===== config.mk =====
export PLATFORM = sky130hd
export DESIGN_NAME = lsu_mem_ctrl
export DESIGN_NICKNAME = d
export VERILOG_FILES = /design/src/rtl/lsu_mem_ctrl.sv
export SDC_FILE = /design/constraint.sdc
export NUM_CORES = 1
export LEC_CHECK = 0
export CAP_MARGIN = 10
export CORE_MARGIN = 5
export CORE_UTILIZATION = 50
export CTS_CLUSTER_DIAMETER = 200
export DETAILED_ROUTE_END_ITERATION = 7
export HOLD_SLACK_MARGIN = 0.1
export PLACE_DENSITY = 0.76
export SLEW_MARGIN = 20
export SYNTH_ARGS = -nofsm -noshare
export SYNTH_HDL_FRONTEND = slang
export SYNTH_SLANG_ARGS = --single-unit

===== constraint.sdc =====
create_clock -name clk -period 8.8 [get_ports clk]
set_clock_uncertainty 0.2 [all_clocks]
set_input_delay 1.32 -clock clk [delete_from_list [all_inputs] [get_ports clk]]
set_output_delay 1.32 -clock clk [all_outputs]
set_load 0.1 [all_outputs]

===== src/rtl/lsu_mem_ctrl.sv =====
// lsu_mem_ctrl: byte-addressed RV32I load/store sequencer in front of a word RAM with byte lanes.
// Latency: error response after 1 cycle, aligned access 2 cycles, word-crossing access 3 cycles.
// Backpressure: a single request is in flight at a time; req_ready drops until the response handshake completes.
//
// Ports:
//   clk, rst (async, active high), clk_en (freezes every flop when low)
//   req_*  : valid/ready request (we, funct3, byte addr, right-aligned wdata)
//   resp_* : valid/ready response (extended load data, error flag)
//   mem_*  : registered RAM control; read data returns combinationally from mem_read_addr
module lsu_mem_ctrl #(
    parameter int ADDR_W           = 32,
    parameter bit ALLOW_MISALIGNED = 1'b1
) (
    input  logic              clk,
    input  logic              rst,
    input  logic              clk_en,
    input  logic              req_valid,
    output logic              req_ready,
    input  logic              req_we,
    input  logic [2:0]        req_funct3,
    input  logic [ADDR_W-1:0] req_addr,
    input  logic [31:0]       req_wdata,
    output logic              resp_valid,
    input  logic              resp_ready,
    output logic [31:0]       resp_rdata,
    output logic              resp_err,
    output logic              mem_read_req,
    output logic [ADDR_W-3:0] mem_read_addr,
    input  logic [31:0]       mem_read_data,
    output logic              mem_write_enable,
    output logic [3:0]        mem_byte_enable,
    output logic [ADDR_W-3:0] mem_write_addr,
    output logic [31:0]       mem_write_data
);

    typedef enum logic [1:0] {IDLE, ACC0, ACC1, RESP} state_t;

    localparam logic [ADDR_W-3:0] WORD_ONE = {{(ADDR_W-3){1'b0}}, 1'b1};

    state_t              state_q, state_d;
    logic                we_q, we_d;
    logic [2:0]          funct3_q, funct3_d;
    logic [ADDR_W-1:0]   addr_q, addr_d;
    logic [31:0]         wdata_q, wdata_d;
    logic [31:0]         lo_q, lo_d;

    logic                req_ready_q, req_ready_d;
    logic                resp_valid_q, resp_valid_d;
    logic                resp_err_q, resp_err_d;
    logic [31:0]         resp_rdata_q, resp_rdata_d;
    logic                mem_read_req_q, mem_read_req_d;
    logic [ADDR_W-3:0]   mem_read_addr_q, mem_read_addr_d;
    logic                mem_write_enable_q, mem_write_enable_d;
    logic [3:0]          mem_byte_enable_q, mem_byte_enable_d;
    logic [ADDR_W-3:0]   mem_write_addr_q, mem_write_addr_d;
    logic [31:0]         mem_write_data_q, mem_write_data_d;

    // The operation being decoded: the live request while IDLE, the latched one afterwards.
    logic                cur_we;
    logic [2:0]          cur_funct3;
    logic [ADDR_W-1:0]   cur_addr;
    logic [31:0]         cur_wdata;
    logic [2:0]          cur_size;
    logic [3:0]          cur_lanes;
    logic [3:0]          cur_end;
    logic                cur_mis;
    logic                cur_illegal;
    logic [7:0]          cur_mask;
    logic [63:0]         cur_data64;
    logic [ADDR_W-3:0]   cur_word;
    logic [ADDR_W-3:0]   cur_word_nxt;

    assign cur_we     = (state_q == IDLE) ? req_we     : we_q;
    assign cur_funct3 = (state_q == IDLE) ? req_funct3 : funct3_q;
    assign cur_addr   = (state_q == IDLE) ? req_addr   : addr_q;
    assign cur_wdata  = (state_q == IDLE) ? req_wdata  : wdata_q;

    always_comb begin
        cur_size  = 3'd4;
        cur_lanes = 4'b1111;
        case (cur_funct3[1:0])
            2'b00: begin cur_size = 3'd1; cur_lanes = 4'b0001; end
            2'b01: begin cur_size = 3'd2; cur_lanes = 4'b0011; end
            default: begin cur_size = 3'd4; cur_lanes = 4'b1111; end
        endcase
    end

    assign cur_end      = {2'b00, cur_addr[1:0]} + {1'b0, cur_size};
    assign cur_mis      = (cur_end > 4'd4);
    assign cur_illegal  = (cur_funct3[1:0] == 2'b11) || (cur_we && cur_funct3[2]);
    // Lanes and data for both words at once; the upper half is the second word of a split store.
    assign cur_mask     = {4'b0000, cur_lanes} << cur_addr[1:0];
    assign cur_data64   = {32'h0, cur_wdata} << {cur_addr[1:0], 3'b000};
    assign cur_word     = cur_addr[ADDR_W-1:2];
    assign cur_word_nxt = cur_word + WORD_ONE;   // wraps from all-ones to zero

    function automatic logic [31:0] load_ext(input logic [63:0] pair,
                                              input logic [1:0]  off,
                                              input logic [2:0]  f3);
        logic [31:0] sh;
        sh = 32'(pair >> {off, 3'b000});
        case (f3[1:0])
            2'b00:   return f3[2] ? {24'h0, sh[7:0]}  : {{24{sh[7]}}, sh[7:0]};
            2'b01:   return f3[2] ? {16'h0, sh[15:0]} : {{16{sh[15]}}, sh[15:0]};
            default: return sh;
        endcase
    endfunction

    always_comb begin
        state_d            = state_q;
        we_d               = we_q;
        funct3_d           = funct3_q;
        addr_d             = addr_q;
        wdata_d            = wdata_q;
        lo_d               = lo_q;
        req_ready_d        = req_ready_q;
        resp_valid_d       = resp_valid_q;
        resp_err_d         = resp_err_q;
        resp_rdata_d       = resp_rdata_q;
        mem_read_req_d     = mem_read_req_q;
        mem_read_addr_d    = mem_read_addr_q;
        mem_write_enable_d = mem_write_enable_q;
        mem_byte_enable_d  = mem_byte_enable_q;
        mem_write_addr_d   = mem_write_addr_q;
        mem_write_data_d   = mem_write_data_q;

        case (state_q)
            IDLE: begin
                if (req_valid) begin
                    we_d        = req_we;
                    funct3_d    = req_funct3;
                    addr_d      = req_addr;
                    wdata_d     = req_wdata;
                    req_ready_d = 1'b0;
                    if (cur_illegal || (cur_mis && !ALLOW_MISALIGNED)) begin
                        state_d      = RESP;
                        resp_valid_d = 1'b1;
                        resp_err_d   = 1'b1;
                        resp_rdata_d = 32'h0;
                    end else begin
                        // First word's controls are registered here so they are live throughout ACC0.
                        state_d            = ACC0;
                        mem_read_req_d     = !req_we;
                        mem_read_addr_d    = cur_word;
                        mem_write_enable_d = req_we;
                        mem_byte_enable_d  = req_we ? cur_mask[3:0] : 4'b0000;
                        mem_write_addr_d   = cur_word;
                        mem_write_data_d   = req_we ? cur_data64[31:0] : 32'h0;
                    end
                end
            end
            ACC0: begin
                if (cur_mis) begin
                    state_d           = ACC1;
                    lo_d              = mem_read_data;
                    mem_read_addr_d   = cur_word_nxt;
                    mem_write_addr_d  = cur_word_nxt;
                    mem_byte_enable_d = we_q ? cur_mask[7:4] : 4'b0000;
                    mem_write_data_d  = we_q ? cur_data64[63:32] : 32'h0;
                end else begin
                    state_d            = RESP;
                    mem_read_req_d     = 1'b0;
                    mem_read_addr_d    = '0;
                    mem_write_enable_d = 1'b0;
                    mem_byte_enable_d  = 4'b0000;
                    mem_write_addr_d   = '0;
                    mem_write_data_d   = 32'h0;
                    resp_valid_d       = 1'b1;
                    resp_err_d         = 1'b0;
                    resp_rdata_d       = we_q ? 32'h0
                                              : load_ext({32'h0, mem_read_data}, addr_q[1:0], funct3_q);
                end
            end
            ACC1: begin
                state_d            = RESP;
                mem_read_req_d     = 1'b0;
                mem_read_addr_d    = '0;
                mem_write_enable_d = 1'b0;
                mem_byte_enable_d  = 4'b0000;
                mem_write_addr_d   = '0;
                mem_write_data_d   = 32'h0;
                resp_valid_d       = 1'b1;
                resp_err_d         = 1'b0;
                resp_rdata_d       = we_q ? 32'h0
                                          : load_ext({mem_read_data, lo_q}, addr_q[1:0], funct3_q);
            end
            RESP: begin
                if (resp_ready) begin
                    state_d      = IDLE;
                    resp_valid_d = 1'b0;
                    resp_err_d   = 1'b0;
                    resp_rdata_d = 32'h0;
                    req_ready_d  = 1'b1;
                end
            end
            default: state_d = IDLE;
        endcase
    end

    always_ff @(posedge clk or posedge rst) begin
        if (rst) begin
            state_q            <= IDLE;
            we_q               <= 1'b0;
            funct3_q           <= 3'b000;
            addr_q             <= '0;
            wdata_q            <= 32'h0;
            lo_q               <= 32'h0;
            req_ready_q        <= 1'b1;
            resp_valid_q       <= 1'b0;
            resp_err_q         <= 1'b0;
            resp_rdata_q       <= 32'h0;
            mem_read_req_q     <= 1'b0;
            mem_read_addr_q    <= '0;
            mem_write_enable_q <= 1'b0;
            mem_byte_enable_q  <= 4'b0000;
            mem_write_addr_q   <= '0;
            mem_write_data_q   <= 32'h0;
        end else if (clk_en) begin
            state_q            <= state_d;
            we_q               <= we_d;
            funct3_q           <= funct3_d;
            addr_q             <= addr_d;
            wdata_q            <= wdata_d;
            lo_q               <= lo_d;
            req_ready_q        <= req_ready_d;
            resp_valid_q       <= resp_valid_d;
            resp_err_q         <= resp_err_d;
            resp_rdata_q       <= resp_rdata_d;
            mem_read_req_q     <= mem_read_req_d;
            mem_read_addr_q    <= mem_read_addr_d;
            mem_write_enable_q <= mem_write_enable_d;
            mem_byte_enable_q  <= mem_byte_enable_d;
            mem_write_addr_q   <= mem_write_addr_d;
            mem_write_data_q   <= mem_write_data_d;
        end
    end

    assign req_ready        = req_ready_q;
    assign resp_valid       = resp_valid_q;
    assign resp_err         = resp_err_q;
    assign resp_rdata       = resp_rdata_q;
    assign mem_read_req     = mem_read_req_q;
    assign mem_read_addr    = mem_read_addr_q;
    assign mem_write_enable = mem_write_enable_q;
    assign mem_byte_enable  = mem_byte_enable_q;
    assign mem_write_addr   = mem_write_addr_q;
    assign mem_write_data   = mem_write_data_q;

endmodule


* Word-level counts from Yosys, hierarchy flattened
Cells that the tools add are included.
Word-level totals: input bits 105, output and inout bits 133, register bits after elaboration 205, logic and storage cells 104
Cells by class: eq/ne operators 11, mux-type cells 56, $lt $le $gt $ge 1, reduce and logical (&&, ||, !) cells 15, add/sub/neg operators 2, shifts and indexed selects 4
Operators by type and width (number):
- 2-to-1 mux 32 bit | 17
- case mux 32 bit (2 select lines) | 2
- case mux 32 bit (4 select lines) | 1
- case mux 32 bit (3 select lines) | 1
- 2-to-1 mux 30 bit | 3
- case mux 30 bit (3 select lines) | 1
- left shift 32 x 5 -> 64 bit | 1
- right shift 64 x 5 -> 32 bit | 1
- right shift 32 x 5 -> 32 bit | 1
- adder 30 x 1 -> 30 bit (second input constant) | 1
- 2-to-1 mux 4 bit | 5
- 2-to-1 mux 1 bit | 13
- case mux 4 bit (3 select lines) | 1
- inequality test 2 bit (second input constant) | 5
- AND reduction 5 bit | 2
- AND reduction 3 bit | 3
- case mux 1 bit (4 select lines) | 2
- case mux 2 bit (4 select lines) | 1
- case mux 4 bit (2 select lines) | 1
- AND reduction 4 bit | 2
- left shift 4 x 2 -> 8 bit | 1
- equality test 2 x 1 -> 1 bit (second input constant) | 3
- equality test 2 bit (second input constant) | 3
- zero test 2 bit | 3
- 12 further kinds | 15

* Logic depth before layout (Yosys ltp)
word-level depth 9, depth in mapped cells 17, mapped depth without buffers 11

* Least setup slack after synthesis
OpenSTA, ideal clock, no wires.
path type input-to-reg, from input port req_addr[1], to register mem_write_addr_q[26] (netlist: mem_write_addr[26]), path buffers 1, stages on the path 9, data arrival time 4110 ps, data required time 8529 ps, path slack 4420 ps, setup time 71 ps, cells stage by stage mux2i_1 > clkinv_1 > clkbuf_1 > fa_1 > o21bai_1 > a211oi_2 > o211ai_1 > or4b_2 > nand3_1
On the way: word-level cells in the longest chain between the ends 5
Ends and longest elaborated chain:
- start, declared | RTL line 21 | input logic [ADDR_W-1:0] req_addr,
- 2-to-1 mux 32 bit | RTL line 75 | assign cur_addr = (state_q == IDLE) ? req_addr : addr_q;
- adder 2 x 3 -> 4 bit | RTL line 88 | assign cur_end = {2'b00, cur_addr[1:0]} + {1'b0, cur_size};
- > comparator 4 x 3 -> 1 bit | RTL line 89 | assign cur_mis = (cur_end > 4'd4);
- 2-to-1 mux 30 bit | RTL line 153 | if (cur_mis) begin
- case mux 30 bit (3 select lines) | RTL line 127 | case (state_q)
- end signal, assigned | RTL line 233 | mem_write_addr_q <= mem_write_addr_d;
- end, declared | RTL line 55 | logic [ADDR_W-3:0] mem_write_addr_q, mem_write_addr_d;
Every way passes these cells. A chain may end at the register's enable or synchronous reset.

* Final worst setup path
from input port req_addr[0], to register resp_rdata_q[29] (netlist: resp_rdata[29])
On the way: word-level cells in the longest chain between the ends 5
Ends and longest elaborated chain:
- 2-to-1 mux 32 bit | RTL line 75
- adder 2 x 3 -> 4 bit | RTL line 88
- > comparator 4 x 3 -> 1 bit | RTL line 89
- inequality test 2 bit (no source line)
- AND reduction 5 bit (no source line)
- end signal, assigned | RTL line 228 | resp_rdata_q <= resp_rdata_d;
- end, declared | RTL line 50 | logic [31:0] resp_rdata_q, resp_rdata_d;
Every way passes these cells.

==> run metrics <==
MaxCap Viol Count=0; Remaining DRCs=0; Die X-Extent=~170 µm; worst hold slack=0.281 ns; Ports=238; Vias=roughly 11000; total gr overflow=0; Post-Syn Nets=~1300; setup violators final=0; Final Max Tran Viols=0; Die H=~170 µm; fmax=about 180 MHz; Num CTS Buffers=24; Crit Path Class=input port to flip-flop; Post-DRT Antenna Nets=0; clock slew at reported path FFs=approximately 0.07 ns; CP peak stage delay=0.78 ns; vias in the first global route=10400; crit start category=input port; initial antenna violation count=1; H-tree Lvls=1; post-synthesis instance total=1184; Cell Rows=between 50 and 60; ys async rst share=between 90% and 100%; main area contributors after synthesis=dfrtp_1 41%, mux2_2 14%, mux2i_1 7.6%; Iteration-0 DRC Markers=just over 1000; CTS root buf=clkbuf_16; DR pass1 iterations=6; area delta synth->final=25.3%; Worst EP arrival=5.76 ns; synthesized flop and latch total=~210; outcome=finished, final reports clean; most instantiated cells after synthesis=204 x dfrtp_1, 158 x mux2_2, 96 x nand2_1, 95 x mux2i_1, 50 x nor2_1; share of layout cells above drive strength 1=17.9%; DP Wirelength=25700 µm; Rel. slew slack=between 20 and 30%; die area=about 28000 µm²; Starting Density=~51%; Slew @ Worst Pin=1.09 ns; Critical-path top delay cell=clkdlybuf4s50_1; Seq/Total Area, Yosys=just over 40%; Mapped Area=approximately 12000 µm²; wire per inst=about 22 µm; Min Clock Period, post-route=~5.5 ns; cells along the critical path=clkdlybuf4s50_1, mux2i_4, buf_4, inv_1, ha_1, fa_1, o21bai_1, a211oi_2, nor2_1, nand4_1, o221ai_1; gr usage total=between 20% and 30%; Hold-fix buffers, CTS=0; most frequent cell after synthesis=dfrtp_1; core area=between 20000 and 25000 µm²; RSZ-0062 raised after global routing=no; predominant post-synthesis flop cell=dfrtp_1; HP Class=flip-flop to flip-flop; required time worst endpoint=about 9.0 ns; synth unique cells=72; Final Hold Fails=0; TritonCTS clock tree=built; Final Wtd Congestion=0.896; syn avg cell area=roughly 11 µm²; worst-case clock buffer depth=3; drt total wl=36600 µm; clock latency on the worst-skew pair=0.52 ns; Post-synth EDFFs=0; Yosys top cell by area=dfrtp_1; largest net degree at the start of global routing=135; CP bufs+invs=3; Port Buf Inserts=between 200 and 250; Layout Nets=1465; Yosys top cell area share=a little over 40%; Crit. End Element=flip-flop; post-route setup TNS=0 ns; PostCTS Resize Cnt=0; CP Max Fanout=43; via/cell ratio=~6.3; Clock Sinks=between 200 and 250; Syn. warnings=0; first-pass GRT wire length=58100 µm; crit-path leading delay family=buffers and inverters; Final Cycle Share=63.0%; Post-CTS Setup Bufs=0
[final cells by class]
| class | instances | area [µm²] |
|---|---|---|
| diodes | 1 | 2.50 |
| clock buffers | 32 | 681 |
| clock inverters | 8 | 111 |
| fillers | 1946 | 8840 |
| inverters | 22 | 90.1 |
| multi-input cells | 848 | 6730 |
| flip-flops and latches | 205 | 5140 |
| well taps | 324 | 405 |
| repair buffers | 250 | 2470 |
[worst reg2reg max path, delay by kind of cell, from the launching register on]
family / cells / cell delay [ns]
compound gates: 3 / 0.85
fa+ha+maj: 3 / 1.06
buf+inv: 2 / 1.01
flops: 1 / 0.43
mux: 1 / 0.50
simple gates: 3 / 1.30
[worst paths after layout]
check                                                from                             end  slack, ns  cells past startpoint
hold reg to reg            mem_byte_enable[3]$_DFFE_PP0P_  mem_byte_enable[3]$_DFFE_PP0P_       0.28                      2
setup / recovery                              req_addr[0]      resp_rdata[29]$_DFFE_PP0P_       3.26                     11
max in group asynchronous                             rst           addr_q[1]$_DFFE_PP0P_       5.64                      3
hold / removal             mem_byte_enable[3]$_DFFE_PP0P_  mem_byte_enable[3]$_DFFE_PP0P_       0.28                      2
setup reg to reg                   state_q[0]$_DFFE_PP0P_      resp_rdata[29]$_DFFE_PP0P_       3.34                     12
min in group asynchronous                             rst            lo_q[12]$_DFFE_PP0P_       1.21                      2
[per-layer routing]
layer | vias to the layer above | part of all wire (%) | global-route usage [%]
met5 | - | 0 | 0
met4 | 0 | 2.5 | 6.60
met3 | 72 | 8.7 | 5.28
met2 | 488 | 46 | 39.0
met1 | 5209 | 43 | 35.8
li1 | 4813 | - | -
[through the flow]
step                worst slack [ns]  utilization, %  instances  cell area, µm²
floorplan                       1.69               -       1184           12500
global placement                3.14            60.6       1649           14800
global route                    3.05            63.9       1690           15600
CTS                             3.39            63.9       1689           15600
detailed placement              2.88            60.6       1649           14800
finish                          3.26            63.9       1690           15600
[layout by cell type, fill, tap and decap left out, types with 27 or more instances in the layout]
cell type        netlist  final
dfrtp_1              204    202
o221ai_1              30     30
o21ai_0               40     40
a21oi_1               38     38
nor2_1                50     49
nand2_1               96     96
o21a_1                27     27
mux2_2               158    158
nand3_1               33     32
mux2i_1               95     94
clkdlybuf4s50_1        0    237
[kinds of logic (layout without fill, tap and decap cells)]
family	count (synthesis)	count (layout)	synth area share [%]
buffers and inverters	131	312	5.24
AO/OA/AOI/OAI	299	299	17.4
multiplexers	265	265	24.1
other	0	1	0
XOR/XNOR	9	9	0.632
adder cells (fa/ha/maj)	9	9	0.963
AND/OR/NAND/NOR	266	266	10.6
flip-flops	205	205	41.1
[registers in the layout, summed over array words and instances (netlist names), 2 cells and up]
signal and flops:
state_q 2, lo_q 32, wdata_q 32, mem_byte_enable 4, resp_rdata 32, mem_write_data 32
addr_q 32, funct3_q 3, mem_write_addr 30
Power is left out: the tool's default activity adds up to more than one toggle a clock period on the data nets, which glitch-free logic cannot reach.
